==> src/rtl/glitchless_clk_div_pkg.sv <==
// glitchless_clk_div_pkg: shared FSM state type and default ratio width for the clock divider
package glitchless_clk_div_pkg;
  localparam int RATIO_W = 4;
  typedef enum logic [1:0] {STOP, HIGH, LOW} clkdiv_state_e;
endpackage

==> src/rtl/glitchless_clk_div_if.sv <==
// glitchless_clk_div_if: control and divided-clock signals of the clock divider
interface glitchless_clk_div_if #(parameter int RATIO_W = glitchless_clk_div_pkg::RATIO_W);
  logic en;
  logic cfg_req;
  logic [RATIO_W-1:0] cfg_ratio;
  logic cfg_ack;
  logic outclk;
  logic outclk_rise;
  logic running;
  modport master (output en, cfg_req, cfg_ratio, input cfg_ack, outclk, outclk_rise, running);
  modport slave (input en, cfg_req, cfg_ratio, output cfg_ack, outclk, outclk_rise, running);
endinterface

==> src/rtl/glitchless_clk_div.sv <==
// glitchless_clk_div: programmable 50% duty clock divider that only changes ratio or stops at period boundaries
module glitchless_clk_div
  import glitchless_clk_div_pkg::*;
#(
  parameter int RATIO_W = glitchless_clk_div_pkg::RATIO_W,
  parameter logic [RATIO_W-1:0] RST_RATIO = '0
) (
  input logic clk,
  input logic rst,
  glitchless_clk_div_if.slave bus
);
  clkdiv_state_e state_q, state_d;
  logic [RATIO_W-1:0] cnt_q, cnt_d, ratio_q, ratio_d, pend_r_q, pend_r_d, eff_r;
  logic pend_v_q, pend_v_d, eff_v, boundary;
  logic outclk_q, outclk_d, rise_q, rise_d, ack_q, ack_d;
  // State, phase counter, active/pending ratio and registered outputs
  always_ff @(posedge clk or posedge rst)
    if (rst) begin
      state_q <= STOP;
      cnt_q <= '0;
      ratio_q <= RST_RATIO;
      pend_r_q <= '0;
      pend_v_q <= 1'b0;
      outclk_q <= 1'b0;
      rise_q <= 1'b0;
      ack_q <= 1'b0;
    end else begin
      state_q <= state_d;
      cnt_q <= cnt_d;
      ratio_q <= ratio_d;
      pend_r_q <= pend_r_d;
      pend_v_q <= pend_v_d;
      outclk_q <= outclk_d;
      rise_q <= rise_d;
      ack_q <= ack_d;
    end
  // Next state: a same-edge cfg_req beats the stored pending ratio; STOP behaves as a permanent boundary
  always_comb begin
    eff_v = pend_v_q | bus.cfg_req;
    eff_r = bus.cfg_req ? bus.cfg_ratio : pend_r_q;
    boundary = cnt_q == ratio_q;
    state_d = state_q;
    cnt_d = cnt_q + 1'b1;
    ratio_d = ratio_q;
    pend_v_d = eff_v;
    pend_r_d = eff_r;
    outclk_d = outclk_q;
    rise_d = 1'b0;
    ack_d = 1'b0;
    if (state_q == HIGH) begin
      if (boundary) begin
        state_d = LOW;
        outclk_d = 1'b0;
        cnt_d = '0;
      end
    end else if (state_q != LOW || boundary) begin
      ratio_d = eff_v ? eff_r : ratio_q;
      pend_v_d = 1'b0;
      ack_d = eff_v;
      state_d = bus.en ? HIGH : STOP;
      outclk_d = bus.en;
      rise_d = bus.en;
      cnt_d = '0;
    end
  end
  // Outputs come straight from flops except running, a decode of the state register
  always_comb begin
    bus.outclk = outclk_q;
    bus.outclk_rise = rise_q;
    bus.cfg_ack = ack_q;
    bus.running = state_q != STOP;
  end
endmodule

==> src/flat_wrapper.sv <==
// flat-port wrapper written by rule: the top's interface ports become plain ports
module glitchless_clk_div_flat import glitchless_clk_div_pkg::*;
#(
  parameter int RATIO_W = glitchless_clk_div_pkg::RATIO_W,
  parameter logic [RATIO_W-1:0] RST_RATIO = '0
)
  (clk, rst, bus_en, bus_cfg_req, bus_cfg_ratio, bus_cfg_ack, bus_outclk, bus_outclk_rise, bus_running);
  glitchless_clk_div_if #(.RATIO_W(RATIO_W)) bus_i ();
  input logic clk;
  input logic rst;
  input wire logic [$bits(bus_i.en)-1:0] bus_en;
  input wire logic [$bits(bus_i.cfg_req)-1:0] bus_cfg_req;
  input wire logic [$bits(bus_i.cfg_ratio)-1:0] bus_cfg_ratio;
  output wire logic [$bits(bus_i.cfg_ack)-1:0] bus_cfg_ack;
  output wire logic [$bits(bus_i.outclk)-1:0] bus_outclk;
  output wire logic [$bits(bus_i.outclk_rise)-1:0] bus_outclk_rise;
  output wire logic [$bits(bus_i.running)-1:0] bus_running;
  assign bus_i.en = bus_en;
  assign bus_i.cfg_req = bus_cfg_req;
  assign bus_i.cfg_ratio = bus_cfg_ratio;
  assign bus_cfg_ack = bus_i.cfg_ack;
  assign bus_outclk = bus_i.outclk;
  assign bus_outclk_rise = bus_i.outclk_rise;
  assign bus_running = bus_i.running;
  glitchless_clk_div #(.RATIO_W(RATIO_W), .RST_RATIO(RST_RATIO)) u_core (.clk(clk), .rst(rst), .bus(bus_i));
endmodule
==> config.mk <==
export PLATFORM = sky130hd
export DESIGN_NAME = glitchless_clk_div_flat
export DESIGN_NICKNAME = d
export VERILOG_FILES = /design/src/rtl/glitchless_clk_div_pkg.sv /design/src/rtl/glitchless_clk_div_if.sv /design/src/rtl/glitchless_clk_div.sv /design/src/flat_wrapper.sv
export SDC_FILE = /design/constraint.sdc
export NUM_CORES = 1
export LEC_CHECK = 0
export CORE_MARGIN = 3
export CORE_UTILIZATION = 52
export DETAILED_ROUTE_END_ITERATION = 10
export PLACE_DENSITY = 0.76
export SYNTH_ARGS = -nofsm -noshare
export SYNTH_HDL_FRONTEND = slang
export SYNTH_SLANG_ARGS = --single-unit
==> constraint.sdc <==
create_clock -name clk -period 2.1 [get_ports clk]
set_clock_uncertainty 0.2 [all_clocks]
set_input_delay 0.42 -clock clk [delete_from_list [all_inputs] [get_ports clk]]
set_output_delay 0.42 -clock clk [all_outputs]
set_load 0.005 [all_outputs]
==> flow_metrics.py, run 1 <==
metrics = {
    "grt": {
        "grt_pass1_wl_um": 2670,
        "grt_use_total": 0.168,
        "grt_max_degree": 18,
        "grt_overflow": 0,
        "first_global_vias": 607,
        "antenna_found_initial": 0,
    },
    "route": {
        "drt_wl_total_um": 1650,
        "detail_route.drc_violations": 0,
        "vias_per_cell": 5.93,
        "drtIter0Drc": 14,
        "wire_per_inst_um": 15.0,
        "vias": 652,
        "dr.pass1.iters": 4,
        "ant_nets": 0,
    },
    "yosys": {
        "synthesis.area_um2": 916,
        "yosys-top-cells-area": "dfrtp_1 46%, xnor2_2 7.1%, a211oi_2 5.5%, mux2_2 4.9%, a41oi_1 3.8%",
        "synth_cell_type_count": 28,
        "syn_area_per_cell_um2": 11.7,
        "yosysSeqAreaShare": 0.464,
        "syn_inst": 78,
        "synth_top_cell_area_share": 0.464,
        "ys_warn_count": 0,
        "synth-edff-count": 0,
        "yosysTopAreaCell": "dfrtp_1",
        "ys_ff_latch": 17,
        "synth_nets": 87,
        "async_flop_share": 1.00,
        "yosys_most_used_dff": "dfrtp_1",
    },
    "die": {
        "io_pins": 12,
        "dieArea_um2": 2300,
        "fp.dieW_um": 48.0,
        "core_area_um2": 1580,
        "initial_utilization": 0.581,
        "num_rows": 14,
        "die_y_um": 48.0,
    },
    "clocking": {
        "cts.sinks": 17,
        "cts-htree-levels": 1,
        "ctsHoldBuffers": 0,
        "worstSkewPairLatency_ns": 0.29,
        "numCtsBuffers": 3,
        "cts_setup_buffers": 0,
        "cts_tree": "yes",
        "cts-root-buf": "clkbuf_4",
        "cts_resized": 0,
        "path_clk_slew_ns": 0.10,
        "clockBufferDepth": 2,
    },
    "setup_path": {
        "start_kind": "flip-flop",
        "slowest_stage": "clkdlybuf4s50_1",
        "cp_data_required_time_ns": 1.48,
        "cp_max_fo": 2,
        "path_class": "reg -> out",
        "crit_family": "buffers and inverters",
        "crit_chain": "or2_2 > clkdlybuf4s50_1",
        "crit_path_max_incr_delay_ns": 0.45,
        "path_buf_inv": 1,
        "end_kind": "output pin",
        "crit_arrival_ns": 1.41,
    },
    "finish": {
        "area_delta_synth_final_pct": 18.4,
        "multi_input_area_um2": 469,
        "n_antenna_cell": 0,
        "drive_above_1_share": 0.245,
        "final_nets": 104,
        "design_area_um2": 1080,
        "final_common_cell": "dfrtp_1",
        "fillCellCount": 129,
        "seq_area_um2": 425,
        "final_cell_mix": "17 x dfrtp_1, 11 x clkdlybuf4s50_1, 5 x nand2b_1, 5 x nor2_1",
    },
    "sta": {
        "fmax_ghz": 0.494,
        "min_period_ns": 2.03,
        "maxSlewHeadroom": 0.749,
        "tightest_slew_ns": 0.374,
        "rsz0062_at_grt": "false",
        "final-hold-violation-count": 0,
        "layout_setup_ws_ns": 0.0747,
        "finalSetupTns_ns": 0,
        "setup_viol_count_final": 0,
        "slew_violations": 0,
        "period_share": 0.964,
    },
    "place": {
        "dpl_cell_area_um2": 1060,
        "gp_congestion": 0.770,
        "port_buffers": 11,
        "pre_cts_ws_ns": 0.0612,
    },
    "flow_run": {
        "cap_violations": 0,
    },
    "pwr": {
        "total_power_w": 0.00140,
        "powerDensity_nw_per_um2": 1290,
        "max-vdd-ir-drop_mv": 0.801,
        "power_leakage_nw": 0.456,
    },
    "run_status": {
        "outcome": "complete, no violations",
    },
    "hold_path": {
        "hp-class": "in -> async",
    },
}
through the flow:
stage / utilization / cells / hold slack (ns)
after floorplan: - / 78 / 0.146
after global placement: 0.671 / 106 / 0.281
after detailed placement: 0.671 / 106 / 0.289
after CTS: 0.688 / 110 / 0.228
after global routing: 0.688 / 110 / 0.231
final: 0.688 / 110 / 0.224
cell usage after synthesis (2+ instances only):
library cell and n:
nand2b_1 5, a41oi_1 4, nor2_1 5, nor3_1 4
a211oi_2 4, or2_2 2, buf_2 2, or3b_1 2
xnor2_2 4, xnor2_1 2, and3_1 2, or3b_2 2
dfrtp_1 17, mux2_2 4, inv_1 3, o22ai_1 4
registers in the layout, summed over array words and instances (netlist names):
signal                  cells
u_core.bus.cfg_ack          1
u_core.bus.outclk_rise      1
u_core.cnt_q                4
u_core.pend_r_q             4
u_core.pend_v_q             1
u_core.ratio_q              4
u_core.state_q              2
power by group:
| group | leakage [nW] | internal (W) | switching (W) | total (W) |
|---|---|---|---|---|
| clock network | 0.0150 | 0.0000738 | 0.000102 | 0.000175 |
| registers | 0.206 | 0.000437 | 0.000113 | 0.000550 |
| logic | 0.236 | 0.000323 | 0.000350 | 0.000672 |
cell families after synthesis:
| family | after synthesis | share of synthesized area |
|---|---|---|
| buf+inv | 5 | 0.0232 |
| compound gates | 18 | 0.184 |
| simple gates | 26 | 0.165 |
| xor+xnor | 7 | 0.0997 |
| flops | 17 | 0.464 |
| fa+ha+maj | 1 | 0.0137 |
| mux | 4 | 0.0492 |
worst reg2reg max path: cells and delay by family (launching register included):
family | cells | cell delay (ns)
AO/OA/AOI/OAI | 2 | 0.27
buffers and inverters | 1 | 0.18
flip-flops | 1 | 0.39
AND/OR/NAND/NOR | 1 | 0.47
cell type report:
class / count / area share
multi-input cells: 56 / 0.433
inverters: 3 / 0.0104
repair buffers: 14 / 0.122
well taps: 16 / 0.0185
flip-flops and latches: 17 / 0.392
clock buffers: 4 / 0.0242
final timing paths:
| kind | to | startpoint | slack, ns | cells after the start |
|---|---|---|---|---|
| setup / recovery | bus_running | u_core.state_q[0] | 0.07 | 2 |
| hold / removal | u_core.pend_r_q[0] | rst | 0.22 | 3 |
| setup reg to reg | u_core.ratio_q[0] | u_core.state_q[0] | 0.48 | 4 |
| hold reg to reg | u_core.pend_r_q[2] | u_core.pend_r_q[2] | 0.30 | 1 |
| max in group asynchronous | u_core.cnt_q[3] | rst | 1.29 | 3 |
| min in group clk | u_core.pend_r_q[2] | u_core.pend_r_q[2] | 0.30 | 1 |
per-layer routing:
metal,track usage,wire length [um],vias to the layer above
met5,0,0,-
met4,0.0645,13,0
met3,0.0376,72,2
met2,0.274,773,14
met1,0.215,789,310
li1,-,-,326
No activity file was read; power rests on OpenSTA's default activity.
==> run 2, diff against run 1 <==
- CELL_PAD_IN_SITES_DETAIL_PLACEMENT: not set -> 1
- CELL_PAD_IN_SITES_GLOBAL_PLACEMENT: not set -> 1
- CORE_UTILIZATION: 52 -> 42
- CTS_CLUSTER_DIAMETER: not set -> 30
- PLACE_DENSITY: 0.76 -> not set
- PLACE_DENSITY_LB_ADDON: not set -> 0.1
==> flow_metrics.py, run 2 (synthesis results as in run 1) <==
metrics = {
    "route": {
        "drt_wl_total_um": 1780,
        "drtIter0Drc": 5,
        "vias_per_cell": 5.34,
        "dr.pass1.iters": 4,
        "wire_per_inst_um": 14.7,
        "vias": 646,
        "detail_route.drc_violations": 0,
        "ant_nets": 0,
    },
    "finish": {
        "final_nets": 104,
        "n_antenna_cell": 0,
        "final_cell_mix": "17 x dfrtp_1, 11 x clkdlybuf4s50_1, 5 x nand2b_1, 5 x nor2_1",
        "final_common_cell": "dfrtp_1",
        "drive_above_1_share": 0.255,
        "multi_input_area_um2": 469,
        "layout.cells.non_filler": 121,
        "area_delta_synth_final_pct": 20.1,
        "fillCellCount": 228,
        "seq_area_um2": 425,
        "post-route-util": 0.544,
        "reg.largest.list": "u_core.cnt_q (4), u_core.pend_r_q (4), u_core.ratio_q (4)",
    },
    "setup_path": {
        "cp_data_required_time_ns": 1.48,
        "slowest_stage": "clkdlybuf4s50_1",
        "crit_family": "buffers and inverters",
        "path_buf_inv": 1,
        "cp_max_fo": 2,
        "crit_arrival_ns": 1.41,
        "start_kind": "flip-flop",
        "crit_path_max_incr_delay_ns": 0.45,
        "crit_chain": "or2_2 > clkdlybuf4s50_1",
        "path_class": "reg -> out",
        "end_kind": "output pin",
    },
    "clocking": {
        "worstSkewPairLatency_ns": 0.29,
        "cts_setup_buffers": 0,
        "cts_tree": "yes",
        "cts.sinks": 17,
        "ctsHoldBuffers": 0,
        "clockBufferDepth": 2,
        "numCtsBuffers": 3,
        "cts-htree-levels": 1,
        "cts-root-buf": "clkbuf_4",
        "path_clk_slew_ns": 0.10,
        "cts_resized": 0,
    },
    "grt": {
        "grt_max_degree": 18,
        "grt_use_total": 0.146,
        "first_global_vias": 647,
        "grt_overflow": 0,
        "antenna_found_initial": 0,
        "grt_pass1_wl_um": 2900,
    },
    "sta": {
        "finalSetupTns_ns": 0,
        "min_period_ns": 2.03,
        "rsz0062_at_grt": "false",
        "final-hold-violation-count": 0,
        "slew_violations": 0,
        "layout_setup_ws_ns": 0.0682,
        "holdWs_ns": 0.219,
        "period_share": 0.968,
        "setup_viol_count_final": 0,
        "tightest_slew_ns": 0.371,
        "maxSlewHeadroom": 0.751,
        "fmax_ghz": 0.492,
    },
    "place": {
        "port_buffers": 11,
        "gp_congestion": 0.681,
        "placedCellCount": 117,
        "pre_cts_ws_ns": 0.0195,
        "dp_hpwl_um": 1340,
    },
    "flow_run": {
        "cap_violations": 0,
    },
    "die": {
        "initial_utilization": 0.453,
        "core_area_um2": 2020,
        "fp.dieW_um": 52.7,
        "io_pins": 12,
        "num_rows": 16,
        "die_y_um": 52.7,
        "dieArea_um2": 2780,
    },
    "pwr": {
        "max-vdd-ir-drop_mv": 0.671,
        "power_leakage_nw": 0.459,
        "powerDensity_nw_per_um2": 1270,
    },
    "run_status": {
        "outcome": "complete, no violations",
    },
    "hold_path": {
        "hp-class": "in -> async",
    },
}
run 2: cell count changes in the layout (fill, tap and decap cells not counted), sizes merged:
cell	before	now
clkbuf	4	3
clkinv	0	1
run 2: where the power goes:
part           total [W]  internal [W]  switching (W)
Sequential      0.000549      0.000437       0.000112
Clock           0.000177     0.0000709       0.000107
Combinational   0.000674      0.000323       0.000351
Total            0.00140      0.000831       0.000569
run 2: final timing paths:
check | startpoint | endpoint | slack (ns) | depth (start not counted)
min reg2reg | u_core.pend_r_q[3] | u_core.pend_r_q[3] | 0.31 | 1
min in group clk | u_core.pend_r_q[3] | u_core.pend_r_q[3] | 0.31 | 1
min | rst | u_core.ratio_q[3] | 0.22 | 3
max | u_core.state_q[0] | bus_running | 0.07 | 2
max reg2reg | u_core.state_q[0] | u_core.ratio_q[0] | 0.47 | 4
max in group asynchronous | rst | u_core.cnt_q[1] | 1.29 | 3
run 2: layout make-up:
| cell class | count | area share |
|---|---|---|
| repair buffers | 14 | 0.121 |
| clock buffers | 3 | 0.0205 |
| flip-flops and latches | 17 | 0.387 |
| inverters | 3 | 0.0102 |
| multi-input cells | 56 | 0.427 |
| clock inverters | 1 | 0.00455 |
| well taps | 27 | 0.0307 |
run 2: routing by layer:
| layer | wire (um) | track usage |
|---|---|---|
| met1 | 817 | 0.170 |
| met2 | 880 | 0.250 |
| met3 | 62 | 0.0285 |
| met4 | 14 | 0.0766 |
| met5 | 0 | 0 |
run 2: tightest hold or removal path: stages:
cell	delay, ns
clkdlybuf4s50_1	0.39
inv_1	0.05
buf_4	0.23
run 2: through the flow:
stage                     instance area, um^2  total power [W]
after floorplan                           916          0.00104
after detailed placement                 1070          0.00123
final                                    1100          0.00140
after global routing                     1100          0.00151
after CTS                                1100          0.00142
after global placement                   1070          0.00121
==> run 3, diff against run 2 <==
- CAP_MARGIN: not set -> 10
==> results of run 3 <==
The final DEF is identical to that of run 2; final timing and power are the same.
